### config.mk
export PLATFORM = sky130hd
export DESIGN_NAME = bme280_sequencer
export DESIGN_NICKNAME = d
export VERILOG_FILES = /design/src/rtl/bme280_sequencer.sv
export SDC_FILE = /design/constraint.sdc
export NUM_CORES = 1
export LEC_CHECK = 0
export ABC_AREA = 1
export BUFFER_PORTS_ARGS = -buffer_cell sky130_fd_sc_hd__buf_2
export CAP_MARGIN = 20
export CORE_MARGIN = 4
export CORE_UTILIZATION = 55
export CTS_CLUSTER_SIZE = 30
export DETAILED_ROUTE_END_ITERATION = 8
export PLACE_DENSITY_LB_ADDON = 0.2
export SLEW_MARGIN = 20
export SYNTH_ARGS = -nofsm -noshare
export SYNTH_HDL_FRONTEND = slang
export SYNTH_SLANG_ARGS = --single-unit
### constraint.sdc
create_clock -name clk -period 4.5 [get_ports clk]
set_clock_uncertainty 0.2 [all_clocks]
set_input_delay 0.225 -clock clk [delete_from_list [all_inputs] [get_ports clk]]
set_output_delay 0.225 -clock clk [all_outputs]
set_load 0.05 [all_outputs]
### src/rtl/bme280_sequencer.sv
// BME280 sequencer: configures the sensor once, then polls status, reads the eight
// raw measurement bytes and publishes T/P/H words, paced by fixed transaction budgets.
module bme280_sequencer #(
    parameter logic [6:0]  SLAVE_ADDR      = 7'h76,
    parameter int unsigned XFER_CYCLES     = 64,
    parameter int unsigned INTERVAL_CYCLES = 100000,
    parameter int unsigned MAX_POLLS       = 16,
    parameter logic [7:0]  CTRL_HUM_VAL    = 8'h01,
    parameter logic [7:0]  CTRL_MEAS_VAL   = 8'h27,
    parameter logic [7:0]  CONFIG_VAL      = 8'h00
) (
    input  logic        clk,
    input  logic        rst,
    input  logic        start,
    output logic        busy,
    output logic        sample_valid,
    output logic [19:0] temp_raw,
    output logic [19:0] press_raw,
    output logic [15:0] hum_raw,
    output logic        error,
    output logic        i2c_en,
    output logic [6:0]  i2c_slave_address,
    output logic        i2c_read_write,
    output logic [7:0]  i2c_register_address,
    output logic [7:0]  i2c_data_out,
    input  logic [7:0]  i2c_data_in
);

    localparam int unsigned XFER_W = (XFER_CYCLES > 1) ? $clog2(XFER_CYCLES) : 1;
    localparam int unsigned INT_W  = (INTERVAL_CYCLES > 1) ? $clog2(INTERVAL_CYCLES) : 1;
    localparam int unsigned POLL_W = (MAX_POLLS > 1) ? $clog2(MAX_POLLS) : 1;

    typedef enum logic [2:0] {
        ST_IDLE,
        ST_ISSUE,
        ST_WAIT,
        ST_PUBLISH,
        ST_INTERVAL,
        ST_HALT
    } state_t;

    typedef enum logic [1:0] {
        PH_CFG,
        PH_POLL,
        PH_READ
    } phase_t;

    state_t             state;
    phase_t             phase;
    logic [2:0]         idx;
    logic [XFER_W-1:0]  wait_cnt;
    logic [INT_W-1:0]   int_cnt;
    logic [POLL_W-1:0]  poll_cnt;
    logic [7:0]         rx_buf [8];

    assign i2c_slave_address = SLAVE_ADDR;

    // {read_write, register_address, data_out} for the transaction selected by phase/index
    function automatic logic [16:0] xfer_fields(input phase_t ph, input logic [2:0] i);
        logic [16:0] f;
        f = {1'b1, 8'hF3, 8'h00};
        case (ph)
            PH_CFG: begin
                case (i)
                    3'd0:    f = {1'b0, 8'hF2, CTRL_HUM_VAL};
                    3'd1:    f = {1'b0, 8'hF4, CTRL_MEAS_VAL};
                    default: f = {1'b0, 8'hF5, CONFIG_VAL};
                endcase
            end
            PH_POLL: f = {1'b1, 8'hF3, 8'h00};
            default: f = {1'b1, 8'hF7 + 8'(i), 8'h00};
        endcase
        return f;
    endfunction

    always_ff @(posedge clk) begin
        if (!rst) begin
            state                <= ST_IDLE;
            phase                <= PH_CFG;
            idx                  <= 3'd0;
            wait_cnt             <= '0;
            int_cnt              <= '0;
            poll_cnt             <= '0;
            busy                 <= 1'b0;
            sample_valid         <= 1'b0;
            temp_raw             <= 20'd0;
            press_raw            <= 20'd0;
            hum_raw              <= 16'd0;
            error                <= 1'b0;
            i2c_en               <= 1'b0;
            i2c_read_write       <= 1'b0;
            i2c_register_address <= 8'd0;
            i2c_data_out         <= 8'd0;
            for (int i = 0; i < 8; i++) begin
                rx_buf[i] <= 8'd0;
            end
        end else begin
            i2c_en       <= 1'b0;
            sample_valid <= 1'b0;

            case (state)
                ST_IDLE: begin
                    if (start) begin
                        phase    <= PH_CFG;
                        idx      <= 3'd0;
                        poll_cnt <= '0;
                        busy     <= 1'b1;
                        state    <= ST_ISSUE;
                        i2c_en   <= 1'b1;
                        {i2c_read_write, i2c_register_address, i2c_data_out} <= xfer_fields(PH_CFG, 3'd0);
                    end
                end

                ST_ISSUE: begin
                    wait_cnt <= '0;
                    state    <= ST_WAIT;
                end

                ST_WAIT: begin
                    if (wait_cnt != XFER_W'(XFER_CYCLES - 2)) begin
                        wait_cnt <= wait_cnt + XFER_W'(1);
                    end else if (phase == PH_READ) begin
                        // Byte lands in the buffer even when stopping; it is simply never published
                        rx_buf[idx] <= i2c_data_in;
                        if (!start) begin
                            state <= ST_IDLE;
                            busy  <= 1'b0;
                        end else if (idx == 3'd7) begin
                            state <= ST_PUBLISH;
                        end else begin
                            idx    <= idx + 3'd1;
                            state  <= ST_ISSUE;
                            i2c_en <= 1'b1;
                            {i2c_read_write, i2c_register_address, i2c_data_out} <= xfer_fields(PH_READ, idx + 3'd1);
                        end
                    end else if (!start) begin
                        state <= ST_IDLE;
                        busy  <= 1'b0;
                    end else if (phase == PH_CFG) begin
                        state  <= ST_ISSUE;
                        i2c_en <= 1'b1;
                        if (idx == 3'd2) begin
                            phase    <= PH_POLL;
                            poll_cnt <= '0;
                            {i2c_read_write, i2c_register_address, i2c_data_out} <= xfer_fields(PH_POLL, 3'd0);
                        end else begin
                            idx <= idx + 3'd1;
                            {i2c_read_write, i2c_register_address, i2c_data_out} <= xfer_fields(PH_CFG, idx + 3'd1);
                        end
                    end else begin
                        // Status poll: bit3 is the sensor's "measuring" flag
                        if (!i2c_data_in[3]) begin
                            phase  <= PH_READ;
                            idx    <= 3'd0;
                            state  <= ST_ISSUE;
                            i2c_en <= 1'b1;
                            {i2c_read_write, i2c_register_address, i2c_data_out} <= xfer_fields(PH_READ, 3'd0);
                        end else if (32'(poll_cnt) + 32'd1 < MAX_POLLS) begin
                            poll_cnt <= poll_cnt + POLL_W'(1);
                            state    <= ST_ISSUE;
                            i2c_en   <= 1'b1;
                            {i2c_read_write, i2c_register_address, i2c_data_out} <= xfer_fields(PH_POLL, 3'd0);
                        end else begin
                            error <= 1'b1;
                            state <= ST_HALT;
                        end
                    end
                end

                ST_PUBLISH: begin
                    sample_valid <= 1'b1;
                    press_raw    <= {rx_buf[0], rx_buf[1], rx_buf[2][7:4]};
                    temp_raw     <= {rx_buf[3], rx_buf[4], rx_buf[5][7:4]};
                    hum_raw      <= {rx_buf[6], rx_buf[7]};
                    int_cnt      <= '0;
                    state        <= ST_INTERVAL;
                end

                ST_INTERVAL: begin
                    if (int_cnt != INT_W'(INTERVAL_CYCLES - 1)) begin
                        int_cnt <= int_cnt + INT_W'(1);
                    end else if (start) begin
                        phase    <= PH_POLL;
                        poll_cnt <= '0;
                        state    <= ST_ISSUE;
                        i2c_en   <= 1'b1;
                        {i2c_read_write, i2c_register_address, i2c_data_out} <= xfer_fields(PH_POLL, 3'd0);
                    end else begin
                        state <= ST_IDLE;
                        busy  <= 1'b0;
                    end
                end

                ST_HALT: begin
                    if (!start) begin
                        state <= ST_IDLE;
                        busy  <= 1'b0;
                    end
                end

                default: begin
                    state <= ST_IDLE;
                    busy  <= 1'b0;
                end
            endcase
        end
    end

endmodule

==> results.md <==
- Top cell type's share of synthesized area: 30.6%
- Comb pwr share: 28.7%
- Synth Register Bits: 159
- Sequential share of power: a little under two fifths
- Reg area: 3740 um^2
- Setup Viol. Count Final: 0
- I/O pin cnt: between 90 and 100
- Multi-input gate area: 2560 um^2
- Final min period: ~2.6 ns
- CTS buffer count: 17
- Peak supply drop: between 0.4 and 0.5 mV
- TritonCTS clock tree: done
- Sw power: ~1.7 mW
- Num Clock Sinks: 159
- Routed wire per std cell: between 10 and 15 um
- Peak Freq: 0.382 GHz
- Post-CTS setup buffer count: 0
- Largest net degree at the start of global routing: 45
- Min-Delay Endpoint: rx_buf[7][0]
- R2R cell count: 9
- Fin. Hold Viols: 0
- Total power: 4.70 mW
- Hold buffers post-CTS: 0
- Clk network pwr share: 34.1%
- Slew Limit Fails: 0
- Max_slew headroom: 32.7%
- Status: completed
- Sw Share: a little over a third
- Worst hold slack: 0.0292 ns
- Share of layout cells above drive strength 1: about 18%
- Final HPWL DP: a little over 10,000 um
- Hold depth: 3
- Row count: 40
- Overflow left after global routing: 0
- Clock Root Buffer: clkbuf_16
- Critical Path Start Type: flip-flop
- Crit path arrival time: 2.77 ns
- Worst setup path category: flip-flop to flip-flop
- RSZ-0062 raised after global routing: no
- HP Class: input port to flip-flop
- CP required: approximately 4.7 ns
- FF-to-FF setup slack: 1.88 ns
- Routed wire length: 14,600 um
- Pre-antenna DRT Iters: 5
- Initial core utilization: 56.1%
- Min-delay src: i2c_data_in[0]
- Die width: 119 um
- Clk_lat worst skew: 0.43 ns
- Power Internal: ~3.0 mW
- Netlist cell types: 29
- Placed cell area: just over 7000 um^2
- Post-Syn Instances: 741
- Clock slew at reported path FFs: 0.07 ns
- Placed cell count: 942
- Gr usage total: a little over a fifth
- Final setup TNS: 0 ns
- Fin crit share: between 50% and 60%
- H-tree levels: 4
- Vias/cell: approximately 5.3
- Post-Layout Cell Count: 974
- Leak: between 3 and 4 nW
- Number of global-route vias before repair: 4,894
- Measured slew at the worst slew-check pin: 1.01 ns
- Largest fanout on the critical path: 34
- # diodes: 0
- Routed vias: ~5,200
- Fin area: 7820 um^2
- FF-to-FF Start: int_cnt[0]
- Max Cap Viol: 0
- Area delta synth->final: 16.1%
- Mean Syn Cell Area: around 9 um^2
- Iteration-0 DRC count of the detailed router: 318
- DRT antenna net count: 0
- Die height: between 100 and 150 um
- Syn Std Cell Area: 6740 um^2
- Worst flop-to-flop path endpoint: i2c_register_address[2]
- IO Port Bufs: 83
- Post_cts resized: 0
- Pwr Density: 600 nW/um^2
- First-pass GRT wire length: about 24,000 um
- Post-synth top area cell: dfxtp_1
- Initial antenna violation count: 0
- Die Footprint: 14,100 um^2
- Crit. End Element: flip-flop
- Clk buf depth: 2
- Area of the core: 12,000 um^2
- Seq/Total Area, Yosys: 55.6%
- Synthesis warning total: 0
- NumNets Final: between 800 and 900
- Filler Cells Inserted: 993
- Synth area leaders: dfxtp_1, edfxtp_1, nor2_1, a22o_1, nand2_1
- Placer Congestion: 0.837
- Drc violations: 0
==> per-stage QoR <==
step                      util (%)  setup slack (ns)
after global placement        59.3              1.79
after detailed placement      59.5              1.73
after CTS                     65.1              1.87
final                         65.1              1.88
after floorplan                  -              2.53
after global routing          65.1              1.62
==> layout make-up <==
type | instances | share of cell area [%]
Tap cell | 147 | 2.35
Clock inverter | 11 | 2.54
Clock buffer | 21 | 6.03
Multi-Input combinational cell | 496 | 32.8
Timing Repair Buffer | 86 | 5.85
Sequential cell | 159 | 47.9
Inverter | 54 | 2.59
==> registers in the layout (all words and copies together) (netlist names) <==
signal / cells
rx_buf: 56
sample_valid: 1
i2c_read_write: 1
poll_cnt: 4
i2c_data_out: 2
i2c_en: 1
state: 3
busy: 1
hum_raw: 16
error: 1
phase: 2
idx: 3
int_cnt: 17
i2c_register_address: 5
wait_cnt: 6
press_raw: 20
temp_raw: 20
==> critical path: stages (launching register included) <==
cell,delay [ns]
dfxtp_1,0.40
ha_1,0.21
nand2_1,0.10
nor2_1,0.28
nand3_1,0.14
nand2_2,0.51
nand2_1,0.25
nor2_4,0.29
nor2_1,0.07
nor2_1,0.11
==> cell usage after synthesis, drive strengths merged <==
cell type,instances
nor2b,1
a21oi,25
clkbuf,5
nand4,19
nor2,165
xor2,8
nor3,5
nand2,134
inv,54
ha,9
nand3,45
a22o,56
a211oi,1
conb,2
o21bai,2
o21ai,14
buf,36
or2,1
edfxtp,56
dfxtp,103
==> placed cells by master, fill, tap and decap left out, drive strengths merged <==
cell | Yosys | layout
nor3 | 5 | 5
buf | 36 | 86
or2 | 1 | 1
nor2b | 1 | 1
clkinvlp | 0 | 1
conb | 2 | 11
nand4 | 19 | 19
edfxtp | 56 | 56
bufinv | 0 | 5
dfxtp | 103 | 103
o21ai | 14 | 14
nand3 | 45 | 45
xor2 | 8 | 8
clkbuf | 5 | 21
inv | 54 | 57
o21bai | 2 | 2
a22o | 56 | 56
a211oi | 1 | 1
nand2 | 134 | 134
nor2 | 165 | 165
clkinv | 0 | 2
a21oi | 25 | 25
ha | 9 | 9
==> power groups by stage <==
| stage | clock network, mW | registers (mW) | logic, mW |
|---|---|---|---|
| 6_report | 1.60 | 1.75 | 1.35 |
| 5_1_grt | 1.69 | 1.77 | 1.49 |
| 4_1_cts | 1.62 | 1.75 | 1.35 |
| 3_5_place_dp | 0 | 1.78 | 1.34 |
| 3_3_place_gp | 0 | 1.77 | 1.32 |
| 2_1_floorplan | 0 | 1.99 | 0.894 |
==> logic make-up (layout without fill, tap and decap cells) <==
| family | after synthesis | count (layout) | share of synthesized area, % |
|---|---|---|---|
| adder cells (fa/ha/maj) | 9 | 9 | 1.67 |
| other | 2 | 11 | 0.112 |
| buffers and inverters | 95 | 172 | 7.00 |
| AND/OR/NAND/NOR | 370 | 370 | 24.1 |
| AO/OA/AOI/OAI | 98 | 98 | 10.5 |
| XOR/XNOR | 8 | 8 | 1.04 |
| flip-flops | 159 | 159 | 55.6 |
==> how the worst max path moves through the flow <==
stage / from / end / slack, ns / depth (start not counted)
final: int_cnt[0] / i2c_register_address[2] / 1.88 / 9
after global routing: int_cnt[0] / i2c_register_address[2] / 1.62 / 9
after CTS: int_cnt[0] / i2c_register_address[2] / 1.87 / 9
after detailed placement: rst / press_raw[10] / 1.73 / 6
after global placement: rst / hum_raw[10] / 1.79 / 6
after floorplan: state[2] / rx_buf[0][0] / 2.53 / 8
==> routing by layer <==
layer  up-vias  track usage [%]  part of all wire, %
met1      2423             25.9                   45
met5         -                0                    0
met3        32             5.36                  4.7
li1       2608                -                    -
met2       142             34.4                   48
met4         0             10.6                  2.9
Power figures use the tool's default switching activity.
